===== src/rtl/clock_pkg.sv =====
// Shared types for the clock's set-key front end: key FSM states and counter sizing.
package clock_pkg;

  typedef enum logic [2:0] {
    IDLE     = 3'd0,
    PRESS_DB = 3'd1,
    HELD     = 3'd2,
    REPEAT   = 3'd3,
    REL_DB   = 3'd4
  } key_state_t;

  // One counter serves every timing phase, so size it for the longest one plus a spare bit.
  function automatic int unsigned cnt_width(input int unsigned a, input int unsigned b,
                                            input int unsigned c);
    int unsigned m;
    m = a;
    if (b > m) m = b;
    if (c > m) m = c;
    return 32'($clog2(m)) + 32'd1;
  endfunction

endpackage


===== src/rtl/set_key_channel.sv =====
// One set key: 2-flop synchronizer, debounce/auto-repeat FSM, raw pulse and held level.
// Auto-repeat is built only when SET_KEY_AUTOREPEAT_EN is defined.
module set_key_channel
  import clock_pkg::*;
#(
  parameter int unsigned DEBOUNCE_CYCLES     = 20000,
  parameter int unsigned REPEAT_DELAY_CYCLES = 500000,
  parameter int unsigned REPEAT_RATE_CYCLES  = 100000
) (
  input  logic clk,
  input  logic rst_n,
  input  logic i_key,
  output logic o_pulse_c,
  output logic o_held_c
);

  localparam int unsigned CW = cnt_width(DEBOUNCE_CYCLES, REPEAT_DELAY_CYCLES, REPEAT_RATE_CYCLES);

  logic          r_sync1;
  logic          r_sync2;
  key_state_t    r_state;
  key_state_t    w_state_nx;
  logic [CW-1:0] r_cnt;
  logic [CW-1:0] w_cnt_nx;

  always_ff @(posedge clk) begin
    if (!rst_n) begin
      r_sync1 <= 1'b0;
      r_sync2 <= 1'b0;
      r_state <= IDLE;
      r_cnt   <= '0;
    end else begin
      r_sync1 <= i_key;
      r_sync2 <= r_sync1;
      r_state <= w_state_nx;
      r_cnt   <= w_cnt_nx;
    end
  end

  // Next state, counter and raw pulse; pulse is decided on the transition so the top can register it.
  always_comb begin
    w_state_nx = r_state;
    w_cnt_nx   = r_cnt;
    o_pulse_c  = 1'b0;
    unique case (r_state)
      IDLE: begin
        w_cnt_nx = '0;
        if (r_sync2) w_state_nx = PRESS_DB;
      end
      PRESS_DB: begin
        if (!r_sync2) begin
          w_state_nx = IDLE;
          w_cnt_nx   = '0;
        end else if (r_cnt == CW'(DEBOUNCE_CYCLES - 1)) begin
          w_state_nx = HELD;
          w_cnt_nx   = '0;
          o_pulse_c  = 1'b1;
        end else begin
          w_cnt_nx = r_cnt + CW'(1);
        end
      end
      HELD: begin
        if (!r_sync2) begin
          w_state_nx = REL_DB;
          w_cnt_nx   = '0;
`ifdef SET_KEY_AUTOREPEAT_EN
        end else if (r_cnt == CW'(REPEAT_DELAY_CYCLES - 1)) begin
          w_state_nx = REPEAT;
          w_cnt_nx   = '0;
          o_pulse_c  = 1'b1;
        end else begin
          w_cnt_nx = r_cnt + CW'(1);
`endif
        end
      end
`ifdef SET_KEY_AUTOREPEAT_EN
      REPEAT: begin
        if (!r_sync2) begin
          w_state_nx = REL_DB;
          w_cnt_nx   = '0;
        end else if (r_cnt == CW'(REPEAT_RATE_CYCLES - 1)) begin
          w_cnt_nx  = '0;
          o_pulse_c = 1'b1;
        end else begin
          w_cnt_nx = r_cnt + CW'(1);
        end
      end
`endif
      REL_DB: begin
        if (r_sync2) begin
          w_state_nx = HELD;
          w_cnt_nx   = '0;
        end else if (r_cnt == CW'(DEBOUNCE_CYCLES - 1)) begin
          w_state_nx = IDLE;
          w_cnt_nx   = '0;
        end else begin
          w_cnt_nx = r_cnt + CW'(1);
        end
      end
      default: begin
        w_state_nx = IDLE;
        w_cnt_nx   = '0;
      end
    endcase
  end

  // Held follows the next state so it rises together with the registered press pulse.
  always_comb begin
    o_held_c = (w_state_nx == HELD) || (w_state_nx == REPEAT) || (w_state_nx == REL_DB);
  end

endmodule


===== src/rtl/set_key_conditioner.sv =====
// Minute-set key front end: two debounced key channels merged into mutually exclusive pulses.
// Auto-repeat is enabled by defining SET_KEY_AUTOREPEAT_EN.
module set_key_conditioner
  import clock_pkg::*;
#(
  parameter int unsigned DEBOUNCE_CYCLES     = 20000,
  parameter int unsigned REPEAT_DELAY_CYCLES = 500000,
  parameter int unsigned REPEAT_RATE_CYCLES  = 100000
) (
  input  logic clk,
  input  logic rst_n,
  input  logic key_L,
  input  logic key_H,
  output logic set_L,
  output logic set_H,
  output logic held_L,
  output logic held_H
);

  logic w_pulse_L;
  logic w_pulse_H;
  logic w_held_L;
  logic w_held_H;
  logic r_set_L;
  logic r_set_H;
  logic r_held_L;
  logic r_held_H;
  logic r_pend;

  set_key_channel #(
    .DEBOUNCE_CYCLES    (DEBOUNCE_CYCLES),
    .REPEAT_DELAY_CYCLES(REPEAT_DELAY_CYCLES),
    .REPEAT_RATE_CYCLES (REPEAT_RATE_CYCLES)
  ) u_ch_L (
    .clk      (clk),
    .rst_n    (rst_n),
    .i_key    (key_L),
    .o_pulse_c(w_pulse_L),
    .o_held_c (w_held_L)
  );

  set_key_channel #(
    .DEBOUNCE_CYCLES    (DEBOUNCE_CYCLES),
    .REPEAT_DELAY_CYCLES(REPEAT_DELAY_CYCLES),
    .REPEAT_RATE_CYCLES (REPEAT_RATE_CYCLES)
  ) u_ch_H (
    .clk      (clk),
    .rst_n    (rst_n),
    .i_key    (key_H),
    .o_pulse_c(w_pulse_H),
    .o_held_c (w_held_H)
  );

  // Low digit wins a collision; the high pulse waits one cycle in r_pend.
  always_ff @(posedge clk) begin
    if (!rst_n) begin
      r_set_L  <= 1'b0;
      r_set_H  <= 1'b0;
      r_held_L <= 1'b0;
      r_held_H <= 1'b0;
      r_pend   <= 1'b0;
    end else begin
      r_set_L  <= w_pulse_L;
      r_set_H  <= (w_pulse_H & ~w_pulse_L) | r_pend;
      r_pend   <= w_pulse_H & w_pulse_L;
      r_held_L <= w_held_L;
      r_held_H <= w_held_H;
    end
  end

  assign set_L  = r_set_L;
  assign set_H  = r_set_H;
  assign held_L = r_held_L;
  assign held_H = r_held_H;

endmodule

===== config.mk =====
export PLATFORM = sky130hd
export DESIGN_NAME = set_key_conditioner
export DESIGN_NICKNAME = d
export VERILOG_FILES = /design/src/rtl/clock_pkg.sv /design/src/rtl/set_key_channel.sv /design/src/rtl/set_key_conditioner.sv
export SDC_FILE = /design/constraint.sdc
export NUM_CORES = 1
export LEC_CHECK = 0
export CORE_MARGIN = 4
export CORE_UTILIZATION = 30
export DETAILED_ROUTE_END_ITERATION = 10
export PLACE_DENSITY = 0.49
export REMOVE_ABC_BUFFERS = 1
export SKIP_CTS_REPAIR_TIMING = 1
export SYNTH_ARGS = -nofsm -noshare
export SYNTH_HDL_FRONTEND = slang
export SYNTH_SLANG_ARGS = --single-unit

===== constraint.sdc =====
create_clock -name clk -period 2.2 [get_ports clk]
set_input_delay 0.22 -clock clk [delete_from_list [all_inputs] [get_ports clk]]
set_output_delay 0.22 -clock clk [all_outputs]
set_load 0.01 [all_outputs]

==> impl_metrics.toml <==
[timing]
tightest_slew_ps = 455
hold_viol = 0
fin_crit_sh = 0.913
rsz0062_at_grt = "no"
slew_viol_final = 0
finClkSkew_ps = 11.6
fmax_mhz = 498
setup_viol = 0
whs_ps = 451
slew_headroom = 0.694
fin_crit_ps = 2010

[routing]
drt_iter0_drc = 119
antenna_left = 0
drt-total-wl_mm = 6.30
drc = 0
wire_per_inst_um = 13.9
drtPass1Iterations = 4
routed-via-count = 2379
post_drt_via_cell_ratio = 5.26

[synth]
synthTopCellsByCount = "55 x dfxtp_1, 33 x nand3_1, 32 x nor2_1, 28 x nand2_1, 14 x nand4_1"
synth_seq_area_share = 0.403
ys_warn_count = 0
syn_avg_cell_area_um2 = 8.26
yosysMostFrequentCell = "dfxtp_1"
synth_top_area_share = 0.403
synth_async_sr_flop_share = 0
synth_edf_count = 0
mappedNetlistArea_um2 = 2730
synthTopCellsByArea = "dfxtp_1 40%, nand3_1 6.0%, nor2_1 4.4%, xor2_1 4.2%, nand2_1 3.8%"
synth_xor_area_frac = 0.0513
synth-simple-area-share = 0.372
synth_top_family_by_area = "simple AND/OR/NAND/NOR gates"
muxShareOfSynthArea = 0.00733
ys_seq_elements = 55
synthCells = 331
yosys.area.top_type = "dfxtp_1"
synth-main-ff-cell = "dfxtp_1"
synth_compound_area_frac = 0.123
synthDistinctLibCells = 50
synthAdderAreaFrac = 0.00916

[place]
dpl-instance-area_um2 = 2980
place.gp.congestion = 0.801
dp_hpwl_mm = 4.42
port_buffers = 7

[clock_network]
cts_buffer_depth = 2
cts_tree = "built"
numCtsBuffers = 5
clk_pin_slew_worst_paths_ps = 110
h-tree-depth = 2
clkSinkCount = 55
clock_latency_ps = 320
root_buffer = "clkbuf_8"

[critical_path]
path_cells = "ha_1 > nand4_1 > or4_1 > o21a_1 > o21ai_2 > buf_4 > nor2_1"
slowest_delay_ps = 520
path_class = "reg -> reg"
required_ps = 2420
end_kind = "register"
cp_slowest_cell = "or4_1"
timing.rr.start = "u_ch_L.r_cnt[0]$_SDFFE_PN0P_"
crit_arrival_ps = 2230
critPathLaunchType = "register"
worstPathMaxFanout = 12
crit_start = "u_ch_L.r_cnt[0]$_SDFFE_PN0P_"

[min_path]
hold_start = "key_H"
hold_class = "in -> reg"

[floorplan]
pin_count = 8
fp.dieW_um = 103
core_area_um2 = 8810
die_h_um = 103
start_util = 0.310
dieArea_um2 = 10700
rows = 34

[power_and_ir_drop]
leakagePower_nw = 0.951
p_per_area_nw_per_um2 = 529
power_w = 0.00162
vdd_drop_max_mv = 0.246

[layout]
area_growth_pct = 12.3
diodes = 0
drive_gt1_frac = 0.0901
final_cell_area_um2 = 3070
nets = 349
final.fill_count = 913

[global_route]
track_usage = 0.124
grt_max_degree = 20
gr-total-overflow = 0
grt_pass1_vias = 2150
antenna_found_initial = 0
grt_pass1_wl_mm = 10.4

[status]
status = "complete, no violations"

[job]
drv_cap = 0
==> where the power goes <==
group | internal, W | switching, W
sequential | 0.000999 | 0.00000566
combinational | 0.0000135 | 0.0000201
clock | 0.000229 | 0.000356
total | 0.00124 | 0.000381
==> cell families (layout without fill, tap and decap cells) <==
group,count (synthesis),count (layout)
and+or+nand+nor,181,181
xor gates and xnor gates,16,16
adders and majority gates,2,2
muxes,2,2
DFF,55,55
AOI/OAI and AO/OA,53,53
buffers and inverters,22,35
==> layer usage <==
metal	part of all wire	GRT usage	wire length [µm]	up-vias
met5	0	0	0	-
met2	0.43	0.182	2680	26
li1	-	-	-	1237
met4	0.013	0.0359	82	0
met3	0.040	0.0282	254	7
met1	0.52	0.179	3280	1109
==> path summary, 6_finish.rpt <==
kind | depth (start not counted) | slack [ps] | endpoint
setup reg to reg | 7 | 190 | u_ch_L.r_cnt[15]$_SDFFE_PN0P_
hold / removal | 2 | 450 | u_ch_H.r_sync1$_SDFF_PN0_
hold reg to reg | 1 | 450 | u_ch_H.r_sync2$_SDFF_PN0_
setup / recovery | 7 | 190 | u_ch_L.r_cnt[15]$_SDFFE_PN0P_
==> final cells by class <==
class,instances,area [µm²],share of cell area
inverter,6,22.5,0.00734
tap,108,135,0.0440
sequential,55,1100,0.359
clock buffer,5,68.8,0.0224
multi-input combinational,254,1540,0.503
clock inverter,3,22.5,0.00734
timing repair buffer,21,175,0.0571
==> sequential cells by signal, summed over array words and instances (netlist names) <==
register,cells
held_H,1
held_L,1
r_pend,1
set_H,1
set_L,1
u_ch_H.r_cnt,20
u_ch_H.r_state,3
u_ch_H.r_sync1,1
u_ch_H.r_sync2,1
u_ch_L.r_cnt,20
u_ch_L.r_state,3
u_ch_L.r_sync1,1
u_ch_L.r_sync2,1
==> placed cells by master, fill, tap and decap left out, types with 4 or more instances in the layout <==
cell / count
nand2b_1: 5
nand2_1: 28
or4_1: 4
nor2b_1: 4
nor4_1: 4
nand3_1: 33
or3_1: 11
clkdlybuf4s50_1: 7
and3_1: 11
nor3_1: 9
nor2_1: 32
nand4_1: 14
buf_4: 14
xor2_1: 13
inv_1: 5
and2_1: 6
dfxtp_1: 55
a21oi_1: 12
and4_1: 4
o21ai_0: 10
a31oi_1: 12
clkbuf_8: 5
==> per-stage QoR <==
stage | cells | setup TNS (ps) | util | setup WS [ps]
2_1_floorplan | 315 | -4190 | - | -449
3_3_place_gp | 444 | 0 | 0.338 | 262
3_5_place_dp | 444 | 0 | 0.338 | 178
4_1_cts | 452 | 0 | 0.349 | 159
5_1_grt | 452 | 0 | 0.349 | 14.8
6_report | 452 | 0 | 0.349 | 191
==> critical path, delay by kind of cell (launching register included) <==
kind	cells	cell delay, ps
compound gates	2	460
fa+ha+maj	1	170
buf+inv	1	200
flops	1	380
simple gates	3	700
No activity file was read; power rests on OpenSTA's default activity.
==> variant 1 (same settings) <==
Encoding of `key_state_t`: now one-hot (5 bits for 5 states).
--- a/src/rtl/clock_pkg.sv
+++ b/src/rtl/clock_pkg.sv
@@ -1,12 +1,12 @@
 // Shared types for the clock's set-key front end: key FSM states and counter sizing.
 package clock_pkg;
 
-  typedef enum logic [2:0] {
-    IDLE     = 3'd0,
-    PRESS_DB = 3'd1,
-    HELD     = 3'd2,
-    REPEAT   = 3'd3,
-    REL_DB   = 3'd4
+  typedef enum logic [4:0] {
+    IDLE     = 5'b00001,
+    PRESS_DB = 5'b00010,
+    HELD     = 5'b00100,
+    REPEAT   = 5'b01000,
+    REL_DB   = 5'b10000
   } key_state_t;
 
   // One counter serves every timing phase, so size it for the longest one plus a spare bit.
Check against the original RTL: same outputs for any inputs over 10 cycles, from zero or initial values and one cycle with rst_n low; not proved beyond that.
==> variant 1 against the unedited design <==
- design area grew 12%
- setup slack improved by 0.10 ns
- combinational power is 38% higher
- sequential cell count grew 4
- synthesized area grew 9.0%
- sequential share of layout area is 1.5 points lower
- routed wire length shrank 2.9%
- utilization grew 0.42 points
- power rose by 39%
- critical path depth fell by 2
- critical path type unchanged
==> variant 1: results (changes against the unedited design) <==
• start point of the critical path: u_ch_H.r_state[2]$_SDFF_PN0_
• top layer reached by signal wires: met4
• fraction of layout instances using a drive strength above 1: 12.1%, +3.1 points
• crit-path leading delay family: simple AND/OR/NAND/NOR gates
• number of buffers created by CTS: 9, +4
• post-detailed-route wirelength per cell: 12.5 µm, -10%
• Synth Area in XOR/XNOR: 10.6%, +5.5 points
• primary flip-flop cell chosen by synthesis mapping: dfxtp_1
• sequential group share of total power: 48.5%, -13 points
• met1 Resource Use GR: 14.8%, -3.2 points
• Detailed Place HPWL: 4.35 mm, -1.7%
• share of synthesized area spent on multiplexers: 0%, -0.73 points
• maximum level of the CTS H-tree: 3, +1
• Worst Max-Slew Pin Slew: 0.594 ns, +0.138 ns
• switching part of the total power: 21.4%, -2.0 points
• placed cell areas: 0.00320 mm², +7.4%
• reported leakage power: 0.00107 µW, +12%
• data arrival time of the critical path: 2.14 ns, -0.09 ns
• Min-Delay Endpoint: u_ch_L.r_sync2$_SDFF_PN0_
• clock-pin slew on the worst setup and hold paths: 0.07 ns, -0.04 ns
• later-pin clock latency in the skew report: 0.34 ns, +0.02 ns
• sequential cell area fraction in the yosys report: 39.7%, -0.63 points
• startpoint of the lowest-slack hold path: u_ch_L.r_sync1$_SDFF_PN0_
• run status: finished clean
• GP Congestion: 0.825, +3.0%
• register-to-register setup slack: 0.29 ns, +0.10 ns
• largest registers: u_ch_H.r_cnt: 20 flops, u_ch_L.r_cnt: 20 flops
• total length of routed met3 wires: 214 µm, -16%
• Starting DRT DRC Count: 128, +7.6%
• pin count of the biggest net entering global routing: 21, +5.0%
• met2 Use GR: 18.6%, +0.33 points
• count of cell types in the netlist: 60, +20%
• first-pass GRT wire length: 10.9 mm, +4.8%
• number of stages on the worst hold path: 1, -1
• adder-cell share of the synthesized area: 0.840%, -0.075 points
• Peak supply drop: 0.000362 V, +47%
• Final #Nets: 357, +2.3%
• cell at the root of the clock tree: clkbuf_8
• via count of the first global-routing pass: 2294, +6.7%
• min-delay worst type: reg2reg
• count of fill cells added during filler insertion: 1016, +11%
• depth of the worst register-to-register path: 5, -2
• routed length on met1: 2.93 mm, -11%
• Clk network pwr share: 49.5%, +14 points
• most area-consuming cells after synthesis: dfxtp_1 (40%), xor2_1 (8.5%), nor2_1 (5.2%)
• Commonest cells post-synth: dfxtp_1 (59), nor2_1 (41), nand2_1 (32)
• Critical Path Sink: u_ch_H.r_cnt[10]$_SDFFE_PN0P_
• Setup Skew: 0.0102 ns, -0.00140 ns
• peak per-stage delay on the critical path: 0.55 ns, +0.03 ns
• global-route usage over all layers: 12.0%, -0.40 points
• Compound-Gate Fraction of Synth Area: 11.9%, -0.34 points
• met3 Use GR: 3.96%, +1.1 points
• length of routed met2 wiring: 2.81 mm, +4.8%
• Critical-path top delay cell: nor2b_1
• post-DR vias/cell: 4.86, -7.7%
• highest net fanout along the worst path: 9, -3
[variant 1: per-stage QoR]
step                hold WS (ns)  utilization (%)  worst slack (ns)  cells  total power [µW]
floorplan                  0.334                -            0.0447    327              1140
global placement           0.424             32.9             0.167    473              1160
detailed placement         0.422             32.9             0.193    473              1160
CTS                        0.429             35.2             0.158    489              2300
global route               0.445             35.3            0.0769    489              2350
finish                     0.440             35.3             0.294    489              2250
[variant 1: logic make-up (layout without fill, tap and decap cells)]
kind of cell,after synthesis,after routing
simple gates,176,176
flops,59,59
compound gates,47,47
xor+xnor,36,36
buf+inv,18,34
fa+ha+maj,2,2
other cells,1,2
[variant 1: layout make-up]
cell class                 count  area, µm²  share of cell area, %
clock buffer                  10        138                   4.01
tap                          133        166                   4.85
multi-input combinational    263       1710                   49.9
timing repair buffer          13        128                   3.72
inverter                       5       18.8                  0.547
sequential                    59       1180                   34.4
clock inverter                 6       88.8                   2.59
==> variant 2 (config.mk and constraints unchanged) <==
Made on the original files. `DEBOUNCE_CYCLES` is set to 20000 in 2 places; all go to 10000.
--- a/src/rtl/set_key_channel.sv
+++ b/src/rtl/set_key_channel.sv
@@ -3,7 +3,7 @@
 module set_key_channel
   import clock_pkg::*;
 #(
-  parameter int unsigned DEBOUNCE_CYCLES     = 20000,
+  parameter int unsigned DEBOUNCE_CYCLES     = 10000,
   parameter int unsigned REPEAT_DELAY_CYCLES = 500000,
   parameter int unsigned REPEAT_RATE_CYCLES  = 100000
 ) (
--- a/src/rtl/set_key_conditioner.sv
+++ b/src/rtl/set_key_conditioner.sv
@@ -3,7 +3,7 @@
 module set_key_conditioner
   import clock_pkg::*;
 #(
-  parameter int unsigned DEBOUNCE_CYCLES     = 20000,
+  parameter int unsigned DEBOUNCE_CYCLES     = 10000,
   parameter int unsigned REPEAT_DELAY_CYCLES = 500000,
   parameter int unsigned REPEAT_RATE_CYCLES  = 100000
 ) (
Behaviour: same outputs for any inputs over 10 cycles, from zero or initial values and one cycle with rst_n low; that may be too few to reach the edited logic, so the function may still have changed.
==> variant 2 against the unedited design <==
- synthesized area increased by 3.3%
- clock power decreased by 5.8%
- power decreased by 2.2%
- design area increased by 4.5%
- combinational power decreased by 4%
- routed wire length increased by 3.6%
- global-route usage decreased by 0.27 points
- sequential cell count unchanged
- setup slack got worse by 0.013 ns
- clock skew decreased by 0.0020 ns
==> variant 2: results (changes against the unedited design) <==
• share of synthesized area spent on multiplexers: 0.710%, -0.023 points
• Comb power: 32.3 µW, -4%
• Min-Delay Endpoint: u_ch_H.r_sync2$_SDFF_PN0_
• highest net fanout along the worst path: 6, -6
• fraction of layout instances using a drive strength above 1: 11.6%, +2.6 points
• most area-consuming cells after synthesis: dfxtp_1 (39%), nor2_1 (5.2%), xnor2_1 (4.7%)
• share of the synthesized area in the top cell type: 39.0%, -1.3 points
• Detailed Place HPWL: 4.84 mm, +9.5%
• via count of the first global-routing pass: 2393, +11%
• first-pass GRT wire length: 11.1 mm, +6.6%
• Final #Nets: 367, +5.2%
• depth of the worst register-to-register path: 6, -1
• met2 Use GR: 20.8%, +2.5 points
• Synth Area in XOR/XNOR: 4.97%, -0.16 points
• number of stages on the worst hold path: 1, -1
• startpoint of the worst register-to-register path: u_ch_H.r_cnt[1]$_SDFFE_PN0P_
• min-delay worst type: reg2reg
• top layer reached by signal wires: met4
• routed length on met1: 3.27 mm, -0.43%
• terminus of the critical flop-to-flop path: u_ch_H.r_cnt[14]$_SDFFE_PN0P_
• post-detailed-route wirelength per cell: 13.8 µm, -1.0%
• length of routed met2 wiring: 3.01 mm, +12%
• count of cell types in the netlist: 58, +16%
• Peak supply drop: 0.000264 V, +7.2%
• Commonest cells post-synth: dfxtp_1 (55), nor2_1 (39), nand2_1 (26)
• pin count of the biggest net entering global routing: 19, -5.0%
• Starting DRT DRC Count: 84, -29%
• global-route usage over all layers: 12.1%, -0.27 points
• met1 Resource Use GR: 15.3%, -2.6 points
• reported leakage power: 0.00102 µW, +6.8%
• adder-cell share of the synthesized area: 0.887%, -0.029 points
• run status: finished clean
• design internal power: 1240 µW, -0.41%
• Post-Place Setup Slack: 0.165 ns, -0.0131 ns
• startpoint of the lowest-slack hold path: u_ch_H.r_sync1$_SDFF_PN0_
• cell at the root of the clock tree: clkbuf_8
• cell area power density: 495 mW/mm², -6.4%
• GP Congestion: 0.817, +2.0%
• Setup Skew: 0.00966 ns, -0.00196 ns
• register-to-register setup slack: 0.18 ns
• met3 Use GR: 2.35%, -0.47 points
• Critical-path top delay cell: or4b_1
• later-pin clock latency in the skew report: 0.30 ns, -0.02 ns
• total length of routed met3 wires: 147 µm, -42%
• Compound-Gate Fraction of Synth Area: 15.7%, +3.4 points
• post-DR vias/cell: 5.26, about the same
• peak per-stage delay on the critical path: 0.58 ns, +0.06 ns
• sequential cell area fraction in the yosys report: 39.0%, -1.3 points
-- variant 2: how the worst max path moves through the flow --
stage	from	end	slack, ns	cells after the start
floorplan	u_ch_L.r_sync2$_SDFF_PN0_	u_ch_L.r_cnt[8]$_SDFFE_PN0P_	0.20	5
detailed placement	u_ch_H.r_cnt[1]$_SDFFE_PN0P_	u_ch_H.r_cnt[5]$_SDFFE_PN0P_	0.17	6
global route	u_ch_H.r_cnt[1]$_SDFFE_PN0P_	u_ch_H.r_cnt[14]$_SDFFE_PN0P_	0.03	6
finish	u_ch_H.r_cnt[1]$_SDFFE_PN0P_	u_ch_H.r_cnt[14]$_SDFFE_PN0P_	0.18	6
CTS	u_ch_H.r_cnt[1]$_SDFFE_PN0P_	u_ch_H.r_cnt[5]$_SDFFE_PN0P_	0.16	6
global placement	u_ch_H.r_cnt[1]$_SDFFE_PN0P_	u_ch_H.r_cnt[5]$_SDFFE_PN0P_	0.22	6
-- variant 2: layout make-up --
type	instances	area, µm²
fill	970	5990
sequential	55	1100
multi-input combinational	259	1600
tap	111	139
timing repair buffer	28	240
clock buffer	6	72.6
inverter	12	45.0
clock inverter	2	12.5
-- variant 2: cell families (layout without fill, tap and decap cells) --
group / count (synthesis) / in the layout
simple gates: 172 / 172
compound gates: 67 / 67
flops: 55 / 55
buf+inv: 28 / 48
xor+xnor: 16 / 16
fa+ha+maj: 2 / 2
mux: 2 / 2
-- variant 2: per-stage QoR --
step | util (%) | hold slack [ns] | instance area (µm²) | cells
after global placement | 33.9 | 0.416 | 3120 | 465
after floorplan | - | 0.333 | 2740 | 326
after global routing | 34.9 | 0.463 | 3210 | 473
final | 34.9 | 0.443 | 3210 | 473
after detailed placement | 33.9 | 0.421 | 3120 | 465
after CTS | 34.8 | 0.444 | 3200 | 473
